**src/rtl/fir_mac_pkg.sv**
```systemverilog
// Shared types and helpers for the time-multiplexed FIR MAC.
package fir_mac_pkg;

    typedef enum logic [1:0] {IDLE, LOAD, ACC, DONE} firState_e;

    // Result of the round/saturate step: the clipped value plus a clip flag.
    typedef struct packed {
        logic              sat;
        logic signed [63:0] val;
    } roundSat_t;

    // The accumulator is wide enough to sum MAX_TAPS full-scale products without wrapping.
    function automatic int accWidth(input int inW, input int coeffW, input int maxTaps);
        return inW + coeffW + $clog2(maxTaps);
    endfunction

    // Round half-up by adding half an LSB before the arithmetic shift, then clip to outW bits.
    function automatic roundSat_t roundSat(input logic signed [63:0] acc, input int shift,
                                           input int outW);
        logic signed [63:0] r;
        logic signed [63:0] hi;
        logic signed [63:0] lo;
        roundSat_t          res;
        r = acc;
        if (shift > 0) r = (acc + (64'sd1 <<< (shift - 1))) >>> shift;
        hi = (64'sd1 <<< (outW - 1)) - 64'sd1;
        lo = -(64'sd1 <<< (outW - 1));
        res.sat = (r > hi) || (r < lo);
        res.val = (r > hi) ? hi : ((r < lo) ? lo : r);
        return res;
    endfunction

endpackage

```
**src/rtl/fir_coeff_bank.sv**
```systemverilog
// Coefficient register file: RAM-style write, registered readback, combinational MAC tap read.
module fir_coeff_bank #(
    parameter int MAX_TAPS = 33,
    parameter int COEFF_W  = 16,
    parameter int ADDR_W   = 6
) (
    input  logic               iClk_12M,
    input  logic               iRsn,
    input  logic               iWrEn,
    input  logic               iRdEn,
    input  logic [ADDR_W-1:0]  iAddr,
    input  logic [COEFF_W-1:0] iWrDt,
    output logic [COEFF_W-1:0] oRdDt,
    input  logic [ADDR_W-1:0]  iMacIdx,
    output logic [COEFF_W-1:0] oMacCoeff
);

    localparam logic [ADDR_W-1:0] LastAddr = ADDR_W'(MAX_TAPS - 1);

    logic [MAX_TAPS-1:0][COEFF_W-1:0] coeff;
    logic                             addrOk;

    // Addresses past the bank are dropped on write and read back as zero.
    assign addrOk    = (iAddr <= LastAddr);
    assign oMacCoeff = (iMacIdx <= LastAddr) ? coeff[iMacIdx] : '0;

    // Bank storage and readback register; readback holds when no read is issued.
    always_ff @(posedge iClk_12M or negedge iRsn) begin
        if (!iRsn) begin
            coeff <= '0;
            oRdDt <= '0;
        end else begin
            if (iWrEn && addrOk) coeff[iAddr] <= iWrDt;
            if (iRdEn) oRdDt <= addrOk ? coeff[iAddr] : '0;
        end
    end

endmodule

```
**src/rtl/param_fir_mac.sv**
```systemverilog
// Reconfigurable FIR: delay line, control FSM and one MAC that walks the taps one per clock.
module param_fir_mac
    import fir_mac_pkg::*;
#(
    parameter int IN_W     = 3,
    parameter int COEFF_W  = 16,
    parameter int OUT_W    = 16,
    parameter int MAX_TAPS = 33,
    parameter int SHIFT    = 0,
    parameter int ADDR_W   = 6
) (
    input  logic                    iClk_12M,
    input  logic                    iRsn,
    input  logic                    iEnSample,
    input  logic                    iCoeffUpdate,
    input  logic                    iCsnCoeff,
    input  logic                    iWrnCoeff,
    input  logic [ADDR_W-1:0]       iAddrCoeff,
    input  logic [COEFF_W-1:0]      iWrDtCoeff,
    output logic [COEFF_W-1:0]      oRdDtCoeff,
    input  logic [ADDR_W-1:0]       iNumOfTaps,
    input  logic signed [IN_W-1:0]  iFirIn,
    output logic signed [OUT_W-1:0] oFirOut,
    output logic                    oValid,
    output logic                    oSat,
    output logic                    oBusy,
    output logic                    oOverrun
);

    localparam int                ACC_W = accWidth(IN_W, COEFF_W, MAX_TAPS);
    localparam int                PROD_W = IN_W + COEFF_W;
    localparam logic [ADDR_W-1:0] MaxN = ADDR_W'(MAX_TAPS);

    firState_e                     state, nextState;
    logic [MAX_TAPS-1:0][IN_W-1:0] xLine;
    logic [ADDR_W-1:0]             numTaps, idx, nLatch;
    logic signed [ACC_W-1:0]       acc;
    logic [COEFF_W-1:0]            macCoeff;
    logic signed [PROD_W-1:0]      prod;
    roundSat_t                     rs;
    logic                          unusedRsBits;
    logic                          startSample, shiftLine, wrEn, rdEn;

    // A sample only starts a computation from IDLE; in LOAD it just primes the delay line.
    assign startSample = (state == IDLE) && !iCoeffUpdate && iEnSample;
    assign shiftLine   = startSample || ((state == LOAD) && iEnSample);
    assign nLatch      = (iNumOfTaps == '0) ? ADDR_W'(1)
                       : ((iNumOfTaps > MaxN) ? MaxN : iNumOfTaps);
    assign prod        = PROD_W'($signed(xLine[idx])) * PROD_W'($signed(macCoeff));
    assign rs          = roundSat(64'(acc), SHIFT, OUT_W);
    assign unusedRsBits = ^rs.val[63:OUT_W];
    assign wrEn        = (state == LOAD) && !iCsnCoeff && !iWrnCoeff;
    assign rdEn        = !iCsnCoeff && iWrnCoeff;
    assign oBusy       = (state != IDLE);

    fir_coeff_bank #(
        .MAX_TAPS(MAX_TAPS),
        .COEFF_W (COEFF_W),
        .ADDR_W  (ADDR_W)
    ) uBank (
        .iClk_12M (iClk_12M),
        .iRsn     (iRsn),
        .iWrEn    (wrEn),
        .iRdEn    (rdEn),
        .iAddr    (iAddrCoeff),
        .iWrDt    (iWrDtCoeff),
        .oRdDt    (oRdDtCoeff),
        .iMacIdx  (idx),
        .oMacCoeff(macCoeff)
    );

    // State register.
    always_ff @(posedge iClk_12M or negedge iRsn) begin
        if (!iRsn) state <= IDLE;
        else       state <= nextState;
    end

    // Next state: load requests win over samples; a running computation always finishes.
    always_comb begin
        nextState = state;
        unique case (state)
            IDLE: begin
                if (iCoeffUpdate)   nextState = LOAD;
                else if (iEnSample) nextState = ACC;
            end
            LOAD:    if (!iCoeffUpdate) nextState = IDLE;
            ACC:     if (idx == numTaps - ADDR_W'(1)) nextState = DONE;
            DONE:    nextState = iCoeffUpdate ? LOAD : IDLE;
            default: nextState = IDLE;
        endcase
    end

    // Delay line, MAC accumulation, output register and strobes.
    always_ff @(posedge iClk_12M or negedge iRsn) begin
        if (!iRsn) begin
            xLine    <= '0;
            numTaps  <= '0;
            idx      <= '0;
            acc      <= '0;
            oFirOut  <= '0;
            oValid   <= 1'b0;
            oSat     <= 1'b0;
            oOverrun <= 1'b0;
        end else begin
            oValid   <= 1'b0;
            oOverrun <= iEnSample && ((state == ACC) || (state == DONE));
            if (shiftLine) xLine <= {xLine[MAX_TAPS-2:0], iFirIn};
            if (startSample) begin
                numTaps <= nLatch;
                acc     <= '0;
                idx     <= '0;
            end else if (state == ACC) begin
                acc <= acc + ACC_W'(prod);
                idx <= idx + ADDR_W'(1);
            end
            if (state == DONE) begin
                oFirOut <= rs.val[OUT_W-1:0];
                oSat    <= rs.sat;
                oValid  <= 1'b1;
            end
        end
    end

endmodule

```
**config.mk**
```make
export PLATFORM = sky130hd
export DESIGN_NAME = param_fir_mac
export DESIGN_NICKNAME = d
export VERILOG_FILES = /design/src/rtl/fir_mac_pkg.sv /design/src/rtl/fir_coeff_bank.sv /design/src/rtl/param_fir_mac.sv
export SDC_FILE = /design/constraint.sdc
export NUM_CORES = 1
export LEC_CHECK = 0
export ABC_AREA = 1
export CORE_ASPECT_RATIO = 1.5
export CORE_UTILIZATION = 30
export CTS_CLUSTER_DIAMETER = 80
export DETAILED_ROUTE_END_ITERATION = 10
export PLACE_DENSITY_LB_ADDON = 0.3
export SLEW_MARGIN = 20
export SYNTH_ARGS = -nofsm -noshare
export SYNTH_HDL_FRONTEND = slang
export SYNTH_HIERARCHICAL = 1
export SYNTH_SLANG_ARGS = --single-unit
```
**constraint.sdc**
```tcl
create_clock -name iClk_12M -period 10.4 [get_ports iClk_12M]
set_input_delay 1.04 -clock iClk_12M [delete_from_list [all_inputs] [get_ports iClk_12M]]
set_output_delay 1.04 -clock iClk_12M [all_outputs]
set_load 0.01 [all_outputs]
```
==> impl_metrics.yaml <==
status:
  status: "complete, no violations"
power:
  seqPwrFrac: 0.218
  power.leakage_nw: 20.8
  swShare: 0.501
  intPower_w: 0.00792
  power.switching_w: 0.00793
  max-vdd-ir-drop_mv: 0.431
  p_comb_frac: 0.612
  p_clk_frac: 0.170
  powerDensity_mw_per_mm2: 355
finish:
  num-nets-final: 5583
  fillers: 14300
  postLayoutCellArea_mm2: 0.0446
  final_common_cell: "nand2_1"
  drive_above_1_share: 0.0532
  final_cell_mix: "nand2_1, o21ai_0, dfrtp_1"
  seq_area_mm2: 0.0176
  area_growth_pct: 11.0
  multi_input_area_mm2: 0.0193
yosys:
  synth_nets: 5760
  synth_cell_types: 44
  synth-compound-area-share: 0.182
  async_flop_share: 1.00
  synth_ff_type: "dfrtp_1"
  synth-simple-area-share: 0.256
  syn_avg_cell_area_um2: 7.13
  yosys_warnings: 6
  yosys.area_share.adder: 0.0353
  synth_area_mm2: 0.0402
  synth_edf_count: 0
  synth_top_family_by_area: "simple AND/OR/NAND/NOR gates"
  yosysSeqAreaShare: 0.436
  syn_inst: 5633
  synthMuxAreaShare: 0
  synth-xor-area-share: 0.00327
  ys_seq_elements: 701
global_routing:
  grt_pass1_wl_um: 221000
  grt_max_degree: 185
  grt_overflow_total: 0
  grt_usage: 0.213
  grt_pass1_vias: 35700
  antenna_found_initial: 10
routing:
  wl_per_cell_um: 20.0
  drt_wl_total_um: 145000
  vias: 37200
  drtAntennaViolNets: 0
  drtIter0Drc: 3592
  vias_per_cell: 5.12
  drc_errors: 0
  dr.pass1.iters: 8
clocking:
  cts_tree: "built"
  root_buffer: "clkbuf_16"
  clock-sinks: 701
  cts_buffers: 70
  postCtsSetupRepairBufs: 0
  insertion_delay_ns: 0.67
  clock_path_buffers: 3
  htree_levels: 3
  postCtsHoldBufs: 0
  cts_resized: 0
  clkSlewWorstSetupHoldPaths_ns: 0.06
timing:
  slew_violations: 0
  whs_ns: 0.333
  rsz0062_at_grt: "false"
  min_period_over_period: 0.640
  post-route-min-period_ns: 6.66
  slew_headroom: 0.238
  layout_setup_ws_ns: 3.74
  skew_ns: 0.0134
  setup-violations-final: 0
  worstMarginPinSlew_ns: 1.14
  tns_ns: 0
  fmax_ghz: 0.150
  hold_violations: 0
setup_path:
  critPathArrivalTime_ns: 7.21
  crit_end: "acc[20]"
  cp.required_ns: 10.95
  setup.worst_path.start_class: "flip-flop"
  timing.critical_path.from: "idx[0]"
  rr_worst_depth: 26
  ff2ff_setup_slack_ns: 3.74
  crit_path_max_fanout: 56
  endpoint_kind: "flip-flop"
  path_common_cell: "nand2_1"
  regToRegStartpoint: "idx[0]"
  cp_slowest_cell: "dfrtp_4"
  path_class: "flip-flop to flip-flop"
  r2r-end: "acc[20]"
  slowest_delay_ns: 0.76
place:
  io_buffers: 72
  place_area_mm2: 0.0422
  place_ws_ns: 3.85
  post-dp-hpwl_um: 91700
  place_congestion: 0.898
job:
  maxCapViolCount: 0
floorplanning:
  die_area_mm2: 0.135
  die_y_um: 450
  fp-row-count: 164
  die_w_um: 301
  io_pins: 73
  core-area_mm2: 0.133
  start_util: 0.302
min_path:
  hold_class: "input pin to async pin"
-- sequential cells by signal (all words and copies together), names as in the netlist --
register	count
state	2
oFirOut	16
oOverrun	1
uBank/oRdDt	16
uBank/coeff	528
idx	6
xLine	99
numTaps	6
oSat	1
oValid	1
acc	25
-- metal layers --
layer,GRT usage,share of wire,up-vias
li1,-,-,17800
met1,0.263,0.41,17800
met2,0.367,0.49,1337
met3,0.0260,0.060,284
met4,0.0976,0.045,2
met5,0,0.000090,-
-- kinds of logic after synthesis --
group / count (synthesis)
adders and majority gates: 90
DFF: 701
and+or+nand+nor: 2557
AOI/OAI and AO/OA: 1375
buffers and inverters: 895
xor gates and xnor gates: 15
-- critical path: cells and delay by family, from the launching register on --
| kind | cells | cell delay (ns) |
|---|---|---|
| adder cells (fa/ha/maj) | 5 | 2.00 |
| buffers and inverters | 5 | 1.24 |
| flip-flops | 1 | 0.76 |
| AND/OR/NAND/NOR | 16 | 2.52 |
-- power groups by stage --
stage                     Sequential, W  Clock [W]  Combinational [W]
after floorplan                 0.00337          0            0.00700
after global placement          0.00349          0            0.00958
after detailed placement        0.00350          0            0.00964
after CTS                       0.00345    0.00276            0.00970
after global routing            0.00350    0.00285             0.0110
final                           0.00345    0.00269            0.00970
-- metrics by stage --
stage,util,total power [W],cells
2_1_floorplan,-,0.0104,5633
3_3_place_gp,0.317,0.0131,7125
3_5_place_dp,0.317,0.0131,7126
4_1_cts,0.335,0.0159,7253
5_1_grt,0.336,0.0174,7255
6_report,0.336,0.0159,7256
-- synthesized netlist by cell type (7+ instances only) --
library cell / instances / area (um^2)
or2_2: 24 / 150
clkbuf_1: 321 / 1200
buf_4: 7 / 52.6
nor3_1: 11 / 55.1
dfrtp_1: 701 / 17500
nand3_1: 306 / 1530
o21ai_1: 17 / 85.1
o21bai_1: 14 / 105
nand2_1: 1902 / 7140
nand4_1: 14 / 87.6
inv_1: 489 / 1840
xnor2_1: 10 / 87.6
inv_2: 8 / 30.0
a21oi_2: 11 / 96.3
o21ai_0: 917 / 4590
nor2_1: 258 / 968
buf_2: 31 / 155
nor4_1: 7 / 43.8
nand4_2: 10 / 125
o22ai_1: 11 / 68.8
fa_1: 39 / 781
buf_1: 27 / 101
a21oi_1: 280 / 1400
ha_1: 51 / 638
nor2_2: 12 / 75.1
o211ai_1: 115 / 863
-- worst min-delay path by stage --
stage	startpoint	endpoint	slack [ns]
floorplan	uBank/coeff[112]	uBank/coeff[112]	0.45
global placement	uBank/coeff[94]	uBank/coeff[94]	0.47
detailed placement	uBank/coeff[53]	uBank/coeff[53]	0.47
CTS	iRsn	oValid	0.34
global route	iRsn	oValid	0.39
finish	iRsn	oFirOut[12]	0.33
-- final cells by class --
type	count	area share
multi-input combinational	4037	0.432
sequential	701	0.393
tap	1743	0.0489
clock buffer	102	0.0472
inverter	503	0.0425
timing repair buffer	143	0.0299
clock inverter	25	0.00580
antenna	2	0.000112
Power figures use the tool's default switching activity.
